===== config.mk =====
export PLATFORM = sky130hd
export DESIGN_NAME = hit_resolver
export DESIGN_NICKNAME = d
export VERILOG_FILES = /design/src/rtl/hit_resolver.sv
export SDC_FILE = /design/constraint.sdc
export NUM_CORES = 1
export LEC_CHECK = 0
export CAP_MARGIN = 5
export CORE_ASPECT_RATIO = 1.4
export CORE_MARGIN = 2
export CORE_UTILIZATION = 40
export CTS_BUF_LIST = sky130_fd_sc_hd__clkbuf_8
export DETAILED_ROUTE_END_ITERATION = 10
export HOLD_SLACK_MARGIN = 0.08
export MAX_ROUTING_LAYER = met4
export PLACE_DENSITY = 0.73
export SLEW_MARGIN = 20
export SYNTH_ARGS = -nofsm -noshare
export SYNTH_HDL_FRONTEND = slang
export SYNTH_SLANG_ARGS = --single-unit

===== constraint.sdc =====
create_clock -name clk -period 2.1 [get_ports clk]
set_input_delay 0.315 -clock clk [delete_from_list [all_inputs] [get_ports clk]]
set_output_delay 0.315 -clock clk [all_outputs]
set_load 0.01 [all_outputs]

===== src/rtl/hit_resolver.sv =====
// Frame-rate hit arbiter: resolves strikes between two players and tracks health, hitstun and the match result.
// Optional guard support is compiled in with `define HIT_RESOLVER_BLOCK_EN.
`timescale 1ns/1ps
module hit_resolver #(
  parameter int POS_WIDTH      = 10,
  parameter int HEALTH_MAX     = 100,
  parameter int HIT_RANGE_X    = 48,
  parameter int HIT_RANGE_Y    = 64,
  parameter int ACT_START      = 4,
  parameter int ACT_END        = 9,
  parameter int DMG_A1         = 8,
  parameter int DMG_A2         = 12,
  parameter int HITSTUN_FRAMES = 20
) (
  input  logic                 clk,
  input  logic                 reset,
  input  logic                 SCEN,
  input  logic [POS_WIDTH-1:0] p1_pos_x,
  input  logic [POS_WIDTH-1:0] p2_pos_x,
  input  logic [POS_WIDTH-1:0] p1_pos_y,
  input  logic [POS_WIDTH-1:0] p2_pos_y,
  input  logic                 p1_face_right,
  input  logic                 p2_face_right,
  input  logic                 p1_attack_active,
  input  logic                 p2_attack_active,
  input  logic [1:0]           p1_attack_type,
  input  logic [1:0]           p2_attack_type,
  input  logic [5:0]           p1_attack_frame,
  input  logic [5:0]           p2_attack_frame,
  input  logic                 p1_block,
  input  logic                 p2_block,
  output logic                 p1_hitstun_active,
  output logic                 p2_hitstun_active,
  output logic [7:0]           p1_health,
  output logic [7:0]           p2_health,
  output logic                 p1_hit_pulse,
  output logic                 p2_hit_pulse,
  output logic                 game_over,
  output logic [1:0]           winner
);

  typedef enum logic [1:0] {ST_IDLE = 2'd0, ST_HITSTUN = 2'd1, ST_KO = 2'd2} def_state_e;

  localparam int CW = $clog2(HITSTUN_FRAMES + 1);
  localparam logic [CW-1:0]      STUN_FULL = CW'(HITSTUN_FRAMES);
  localparam logic [CW-1:0]      STUN_BLK  = CW'(HITSTUN_FRAMES >> 1);
  localparam logic [7:0]         DMG1      = 8'(DMG_A1);
  localparam logic [7:0]         DMG2      = 8'(DMG_A2);
  localparam logic [7:0]         HMAX      = 8'(HEALTH_MAX);
  localparam logic [5:0]         ACT_S     = 6'(ACT_START);
  localparam logic [5:0]         ACT_E     = 6'(ACT_END);
  localparam logic [POS_WIDTH:0] RANGE_X   = (POS_WIDTH+1)'(HIT_RANGE_X);
  localparam logic [POS_WIDTH:0] RANGE_Y   = (POS_WIDTH+1)'(HIT_RANGE_Y);

  typedef struct packed {
    def_state_e    st;
    logic [CW-1:0] cnt;
    logic [7:0]    health;
  } def_t;

  def_t       p1_q, p1_d, p2_q, p2_d;
  logic       p1_tok_q, p1_tok_d, p2_tok_q, p2_tok_d;
  logic       p1_pulse_q, p1_pulse_d, p2_pulse_q, p2_pulse_d;
  logic       game_over_q, game_over_d;
  logic [1:0] winner_q, winner_d;
  logic       p1_blk, p2_blk;
  logic       hit_on_p1, hit_on_p2;
  logic       ko_p1, ko_p2;

`ifdef HIT_RESOLVER_BLOCK_EN
  assign p1_blk = p1_block;
  assign p2_blk = p2_block;
`else
  logic unused_block;
  assign p1_blk       = 1'b0;
  assign p2_blk       = 1'b0;
  assign unused_block = p1_block ^ p2_block;
`endif

  function automatic logic [POS_WIDTH:0] abs_diff(input logic [POS_WIDTH-1:0] a,
                                                  input logic [POS_WIDTH-1:0] b);
    logic [POS_WIDTH:0] d;
    d = {1'b0, a} - {1'b0, b};
    return d[POS_WIDTH] ? ({1'b0, b} - {1'b0, a}) : d;
  endfunction

  // Attacker-side qualification; the defender's IDLE check is applied by the caller.
  function automatic logic strike(input logic active, input logic [1:0] atype,
                                  input logic [5:0] frame, input logic tok,
                                  input logic face_right,
                                  input logic [POS_WIDTH-1:0] ax, input logic [POS_WIDTH-1:0] ay,
                                  input logic [POS_WIDTH-1:0] dx, input logic [POS_WIDTH-1:0] dy);
    logic facing_ok;
    facing_ok = face_right ? (dx >= ax) : (dx <= ax);
    return active && (atype == 2'd1 || atype == 2'd2) && (frame >= ACT_S) &&
           (frame <= ACT_E) && !tok && facing_ok &&
           (abs_diff(ax, dx) <= RANGE_X) && (abs_diff(ay, dy) <= RANGE_Y);
  endfunction

  function automatic def_t def_next(input def_t cur, input logic hit,
                                    input logic [1:0] atype, input logic blk, input logic scen);
    def_t       nxt;
    logic [7:0] dmg;
    nxt = cur;
    dmg = (atype == 2'd1) ? DMG1 : DMG2;
    if (blk) dmg = dmg >> 2;
    if (hit) begin
      nxt.health = (cur.health > dmg) ? (cur.health - dmg) : 8'd0;
      if (nxt.health == 8'd0) begin
        nxt.st  = ST_KO;
        nxt.cnt = '0;
      end else begin
        nxt.st  = ST_HITSTUN;
        nxt.cnt = blk ? STUN_BLK : STUN_FULL;
      end
    end else if (scen && cur.st == ST_HITSTUN) begin
      nxt.cnt = cur.cnt - 1'b1;
      if (cur.cnt == CW'(1)) nxt.st = ST_IDLE;
    end
    return nxt;
  endfunction

  assign hit_on_p2 = SCEN && !game_over_q && (p2_q.st == ST_IDLE) &&
                     strike(p1_attack_active, p1_attack_type, p1_attack_frame, p1_tok_q,
                            p1_face_right, p1_pos_x, p1_pos_y, p2_pos_x, p2_pos_y);
  assign hit_on_p1 = SCEN && !game_over_q && (p1_q.st == ST_IDLE) &&
                     strike(p2_attack_active, p2_attack_type, p2_attack_frame, p2_tok_q,
                            p2_face_right, p2_pos_x, p2_pos_y, p1_pos_x, p1_pos_y);

  always_comb begin
    p1_d        = def_next(p1_q, hit_on_p1, p2_attack_type, p1_blk, SCEN);
    p2_d        = def_next(p2_q, hit_on_p2, p1_attack_type, p2_blk, SCEN);
    p1_tok_d    = p1_tok_q;
    p2_tok_d    = p2_tok_q;
    p1_pulse_d  = hit_on_p1;
    p2_pulse_d  = hit_on_p2;
    game_over_d = game_over_q;
    winner_d    = winner_q;
    ko_p1       = hit_on_p1 && (p1_d.st == ST_KO);
    ko_p2       = hit_on_p2 && (p2_d.st == ST_KO);
    // Token holds through the whole attack so one swing lands at most once.
    if (SCEN) begin
      p1_tok_d = hit_on_p2 | (p1_attack_active & p1_tok_q);
      p2_tok_d = hit_on_p1 | (p2_attack_active & p2_tok_q);
    end
    if (ko_p1 || ko_p2) begin
      game_over_d = 1'b1;
      winner_d    = {ko_p1, ko_p2};
    end
  end

  always_ff @(posedge clk or negedge reset) begin
    if (!reset) begin
      p1_q        <= '{st: ST_IDLE, cnt: '0, health: HMAX};
      p2_q        <= '{st: ST_IDLE, cnt: '0, health: HMAX};
      p1_tok_q    <= 1'b0;
      p2_tok_q    <= 1'b0;
      p1_pulse_q  <= 1'b0;
      p2_pulse_q  <= 1'b0;
      game_over_q <= 1'b0;
      winner_q    <= 2'b00;
    end else begin
      p1_q        <= p1_d;
      p2_q        <= p2_d;
      p1_tok_q    <= p1_tok_d;
      p2_tok_q    <= p2_tok_d;
      p1_pulse_q  <= p1_pulse_d;
      p2_pulse_q  <= p2_pulse_d;
      game_over_q <= game_over_d;
      winner_q    <= winner_d;
    end
  end

  assign p1_hitstun_active = (p1_q.st != ST_IDLE);
  assign p2_hitstun_active = (p2_q.st != ST_IDLE);
  assign p1_health         = p1_q.health;
  assign p2_health         = p2_q.health;
  assign p1_hit_pulse      = p1_pulse_q;
  assign p2_hit_pulse      = p2_pulse_q;
  assign game_over         = game_over_q;
  assign winner            = winner_q;

endmodule


# == Yosys cells after proc, flatten, opt, wreduce, memory -nomap -nowiden ==
# Index checks and enable logic that the tools add are counted.
# op_classes
addsub,8
order_cmp,14
n_eq_ne,10
n_mux,18
n_bitwise,4
reduce_logical,37
# ops
operator,count
11-bit 2-to-1 mux,4
10-bit by 10-bit subtractor with 11-bit output,4
7-bit 2-to-1 mux,6
1-bit logical AND,23
"11-bit by 6-bit <= comparator with 1-bit output, second input constant",2
"11-bit by 7-bit <= comparator with 1-bit output, second input constant",2
10-bit >= comparator,2
10-bit <= comparator,2
8-bit by 4-bit > comparator with 1-bit output,2
8-bit zero test,2
8-bit 2-to-1 mux,2
8-bit by 4-bit subtractor with 8-bit output,2
"6-bit by 3-bit >= comparator with 1-bit output, second input constant",2
"6-bit by 4-bit <= comparator with 1-bit output, second input constant",2
"5-bit by 1-bit == test with 1-bit output, second input constant",2
"5-bit by 1-bit subtractor with 5-bit output, second input constant",2
"2-bit by 1-bit == test with 1-bit output, second input constant",4
"2-bit == test, second input constant",4
2-bit nonzero test,4
3-bit 2-to-1 mux,2
2-bit zero test,2
2-bit 2-to-1 mux,2
1-bit zero test,3
1-bit logical OR,3
other kinds (3),6
# totals
ff_bits,37
in_bits,65
out_inout_bits,23
elab_cells,103

# == Depth between registers and ports, before layout ==
# logic_depth
ltp_word,14
mapped_depth,13
ltp_nobuf,13

# == Worst setup path after synthesis ==
# OpenSTA, ideal clock, no wires.
# synth_timing
path_kind,input -> register
start,input port p1_pos_x[5]
end,"register p1_q, in the netlist p1_health[7]"
setup_time_ps,125
t_arrival_ps,2946
required_ps,1975
slack_ps,-971
stages,10
path_buffers,0
cell_sequence,inv_1 ha_1 a21o_1 or3_1 o211a_1 a311oi_1 or4b_4 o22a_4 nor4b_1 mux2_2
# synth_via
elab_chain_cells,6
word_cells_on_any_way,11
classes_between,add/sub: 2; order compare: 3; mux: 2; reduce/logical: 4
# synth_rtl
element,line_no,rtl
from (decl),18,"input logic [POS_WIDTH-1:0] p1_pos_x,"
"10-bit by 10-bit subtractor with 11-bit output, or another cell as far along",83,"d = {1'b0, a} - {1'b0, b};"
11-bit 2-to-1 mux or 1-bit 2-to-1 mux (tied branches),"84, 94",
11-bit by 6-bit <= comparator with 1-bit output or 1-bit logical AND (tied branches),"97, 96",
1-bit logical AND *,96,(frame <= ACT_E) && !tok && facing_ok &&
1-bit logical AND *,97,"(abs_diff(ax, dx) <= RANGE_X) && (abs_diff(ay, dy) <= RANGE_Y);"
1-bit logical AND *,126,assign hit_on_p1 = SCEN && !game_over_q && (p1_q.st == ST_IDLE) &&
to (signal assigned),154,"p1_q <= '{st: ST_IDLE, cnt: '0, health: HMAX};"
to (signal assigned),163,p1_q <= p1_d;
to (decl),61,"def_t p1_q, p1_d, p2_q, p2_d;"
# Every way passes the cells marked *; elsewhere a longest branch is shown, timed or not.
# A chain may end at the register's enable or synchronous reset.

# == Final worst setup path ==
# layout_timing
start,input port p2_pos_x[6]
end,"register p2_q, in the netlist p2_health[4]"
# layout_via
elab_chain_cells,6
word_cells_on_any_way,11
classes_between,add/sub: 2; order compare: 3; mux: 2; reduce/logical: 4
# layout_rtl
element,line_no,rtl
from (decl),19,"input logic [POS_WIDTH-1:0] p2_pos_x,"
"10-bit by 10-bit subtractor with 11-bit output, or another cell as far along",83,
11-bit 2-to-1 mux or 1-bit 2-to-1 mux (tied branches),"84, 94",
11-bit by 6-bit <= comparator with 1-bit output or 1-bit logical AND (tied branches),"97, 96",
1-bit logical AND *,96,
1-bit logical AND *,97,
1-bit logical AND *,123,assign hit_on_p2 = SCEN && !game_over_q && (p2_q.st == ST_IDLE) &&
to (signal assigned),155,"p2_q <= '{st: ST_IDLE, cnt: '0, health: HMAX};"
to (signal assigned),164,p2_q <= p2_d;
to (decl),61,
# Marks and branches as above.

==> impl_metrics.env <==
export IMPL_status="finished, violations left"
export IMPL_violations="negative setup slack"
export IMPL_drt_iter0_drc=242
export IMPL_switching_share_pct=34.3
export IMPL_synth_flop_cell="dfrtp_1"
export IMPL_worst_endpoint_arrival_ns=3.10
export IMPL_start_kind="input port"
export IMPL_nNetsFinal=916
export IMPL_antennaDiodeCount=0
export IMPL_firstDrtPassIters=6
export IMPL_clockRootBuffer="clkbuf_8"
export IMPL_hold_path_class="input port to async pin"
export IMPL_end_kind="flop"
export IMPL_fmax_ghz=0.343
export IMPL_syn_to_final_growth_pct=67.4
export IMPL_path_cells="dlygate4sd2_1 -> ha_4 -> buf_4 -> a2111oi_4 -> o21ai_1 -> a22oi_2 -> buf_4 -> xor2_1 -> o21ai_2 -> nor4_4 -> mux2_4"
export IMPL_synth_top_cell_by_area="dfrtp_1"
export IMPL_port_buffers=83
export IMPL_path_clk_slew_ns=0.08
export IMPL_cp_max_fo=5
export IMPL_final_common_cell="buf_4"
export IMPL_ant_nets=0
export IMPL_dieArea_um2=12400
export IMPL_num_rows=46
export IMPL_timing_final_crit_share_pct=139
export IMPL_max_slew_margin_pct=60.1
export IMPL_die_w_um=94.8
export IMPL_grt_pass1_wl_um=23200
export IMPL_fin_crit_ns=2.91
export IMPL_timing_final_max_slew_violations=0
export IMPL_max_stage_delay_ns=0.35
export IMPL_power_leakage_nw=3.56
export IMPL_layout_setup_ws_ns=-0.814
export IMPL_synthArstFlopShare_pct=100
export IMPL_netlist_area_leader_share_pct=16.8
export IMPL_io_pins=88
export IMPL_synth_cells=571
export IMPL_synth_ff_latch_count=37
export IMPL_place_area_um2=6680
export IMPL_grt_pass1_vias=5223
export IMPL_synth_edff_count=0
export IMPL_synth_warnings=0
export IMPL_track_usage_pct=23.5
export IMPL_vias_per_cell=5.48
export IMPL_nFillCells=857
export IMPL_fin_util_pct=68.4
export IMPL_layout_drive_gt1_share_pct=44.6
export IMPL_dp_final_hpwl_um=10600
export IMPL_grt_max_degree=38
export IMPL_reg2reg_depth=10
export IMPL_ctsHoldBuffers=0
export IMPL_synth_nets=686
export IMPL_skew_ns=0.00779
export IMPL_via_count=5182
export IMPL_place_gp_congestion=0.952
export IMPL_die_h_um=131
export IMPL_cts_sinks=37
export IMPL_r2r_slack_ns=-0.49
export IMPL_p_int_mw=1.86
export IMPL_seqPwrFrac_pct=25.2
export IMPL_p_sw_mw=0.971
export IMPL_comb_power_share_pct=52.0
export IMPL_tightestPinTransition_ns=0.599
export IMPL_cts_buffers=5
export IMPL_cts_buffer_depth=2
export IMPL_final_cell_area_um2=7720
export IMPL_powerDensity_nw_per_um2=367
export IMPL_hold_violations=0
export IMPL_clock_latency_ns=0.30
export IMPL_ir_worst_vdd_mv=0.251
export IMPL_drc=0
export IMPL_grt_overflow_total=0
export IMPL_rsz0062_at_grt="true"
export IMPL_antenna_found_initial=0
export IMPL_drv_cap=0
export IMPL_reg2reg_from="p1_health[2]$_DFFE_PN1P_"
export IMPL_synth_distinct_cells=74
export IMPL_setup_viol=37
export IMPL_yosys_top_cells_area="dfrtp_1 17%, ha_1 14%, inv_1 5.2%, dfstp_2 3.4%, a21oi_1 3.4%"
export IMPL_clkPwrFrac_pct=22.8
export IMPL_cts_max_level=2
export IMPL_final_cell_mix="154 x buf_4, 47 x inv_1, 45 x clkdlybuf4s50_1"
export IMPL_start_util_pct=40.9
export IMPL_wl_per_cell_um=15.5
export IMPL_synth_area_per_cell_um2=8.08
export IMPL_cts_tree="done"
export IMPL_coreArea_um2=11300
export IMPL_rr_endpoint="p1_q[10]$_DFFE_PN0P_"
export IMPL_critical_path_slowest_cell="a22oi_2"
export IMPL_routed_wl_um=14700
export IMPL_syn_area_um2=4610
export IMPL_ys_seq_area_share_pct=20.2
export IMPL_crit_top_cell="buf_4"
export IMPL_path_class="input port to flop"
export IMPL_cp_required_ns=2.29
worst max path at each step:
stage                     start                  endpoint  slack [ns]  depth (start not counted)
floorplan           p1_pos_x[5]  p1_health[3]$_DFFE_PN0P_       -0.82                         10
finish              p2_pos_x[6]  p2_health[4]$_DFFE_PN0P_       -0.81                         11
global placement    p1_pos_x[5]  p2_health[7]$_DFFE_PN0P_       -1.61                         12
global route        p2_pos_x[6]  p2_health[7]$_DFFE_PN0P_       -0.91                         13
detailed placement  p1_pos_x[5]  p2_health[7]$_DFFE_PN0P_       -1.65                         13
CTS                 p1_pos_x[5]  p1_health[6]$_DFFE_PN1P_       -0.79                         12
power groups by stage:
| stage | logic [mW] | registers [mW] | clock network (mW) |
|---|---|---|---|
| 2_1_floorplan | 0.631 | 0.728 | 0 |
| 3_3_place_gp | 1.14 | 0.728 | 0 |
| 3_5_place_dp | 1.17 | 0.728 | 0 |
| 4_1_cts | 1.35 | 0.714 | 0.646 |
| 5_1_grt | 1.59 | 0.714 | 0.679 |
| 6_report | 1.47 | 0.714 | 0.644 |
metal layers:
metal,track usage (%),wire length (um)
met5,-,0
met3,2.06,499
met2,44.1,8190
met1,25.5,5620
met4,8.53,351
timing repair:
action / CTS / global route
setup endpoints to repair: 37 / 37
endpoints found under the hold margin: 0 / 0
buffers inserted: 17 / 15
resized for setup: 201 / 71
pin swaps: 62 / 42
cell families after synthesis:
| family | Yosys count | share of synthesized area [%] |
|---|---|---|
| simple gates | 197 | 24.8 |
| compound gates | 150 | 23.3 |
| buf+inv | 96 | 9.33 |
| fa+ha+maj | 50 | 13.6 |
| flops | 37 | 20.2 |
| xor+xnor | 23 | 4.37 |
| mux | 18 | 4.37 |
cells in the mapped netlist (9+ instances only):
master / number
nor4_1: 15
o211ai_1: 11
or3_1: 10
xor2_1: 9
o21ai_0: 19
ha_1: 50
a21oi_1: 31
a21o_1: 11
xnor2_1: 14
nor2b_1: 15
nor2_1: 36
mux2_2: 9
clkbuf_1: 10
buf_4: 17
nand2_1: 31
nor3_1: 13
inv_1: 64
dfrtp_1: 31
nand3_1: 11
nand2b_1: 11
state kept, by name (all words and copies together) (netlist names):
name          count
winner            2
p2_hit_pulse      1
p2_tok_q          1
p2_health         8
p1_q              7
game_over         1
p1_tok_q          1
p1_hit_pulse      1
p2_q              7
p1_health         8
worst max-delay path, delay by kind of cell:
family	cells	cell delay [ns]
AOI/OAI and AO/OA	4	1.06
buffers and inverters	3	0.62
and+or+nand+nor	1	0.33
muxes	1	0.32
xor gates and xnor gates	1	0.29
adders and majority gates	1	0.17
metrics by stage:
step	power (mW)	TNS [ns]	instances	hold slack, ns	setup WS, ns
final	2.83	-25.29	946	0.438	-0.814
after global routing	2.98	-28.73	946	0.492	-0.915
after global placement	1.87	-55.35	909	0.460	-1.61
after floorplan	1.36	-25.84	571	0.0194	-0.818
after detailed placement	1.90	-56.15	909	0.466	-1.65
after CTS	2.71	-25.31	932	0.460	-0.793
area by class of cell:
| class | instances | area [um2] | area share [%] |
|---|---|---|---|
| clock inverter | 2 | 33.8 | 0.438 |
| multi-input combinational | 438 | 4120 | 53.4 |
| sequential | 37 | 933 | 12.1 |
| tap | 144 | 180 | 2.33 |
| inverter | 64 | 263 | 3.40 |
| timing repair buffer | 255 | 2100 | 27.2 |
| clock buffer | 6 | 82.6 | 1.07 |
No activity file was read; power rests on OpenSTA's default activity.
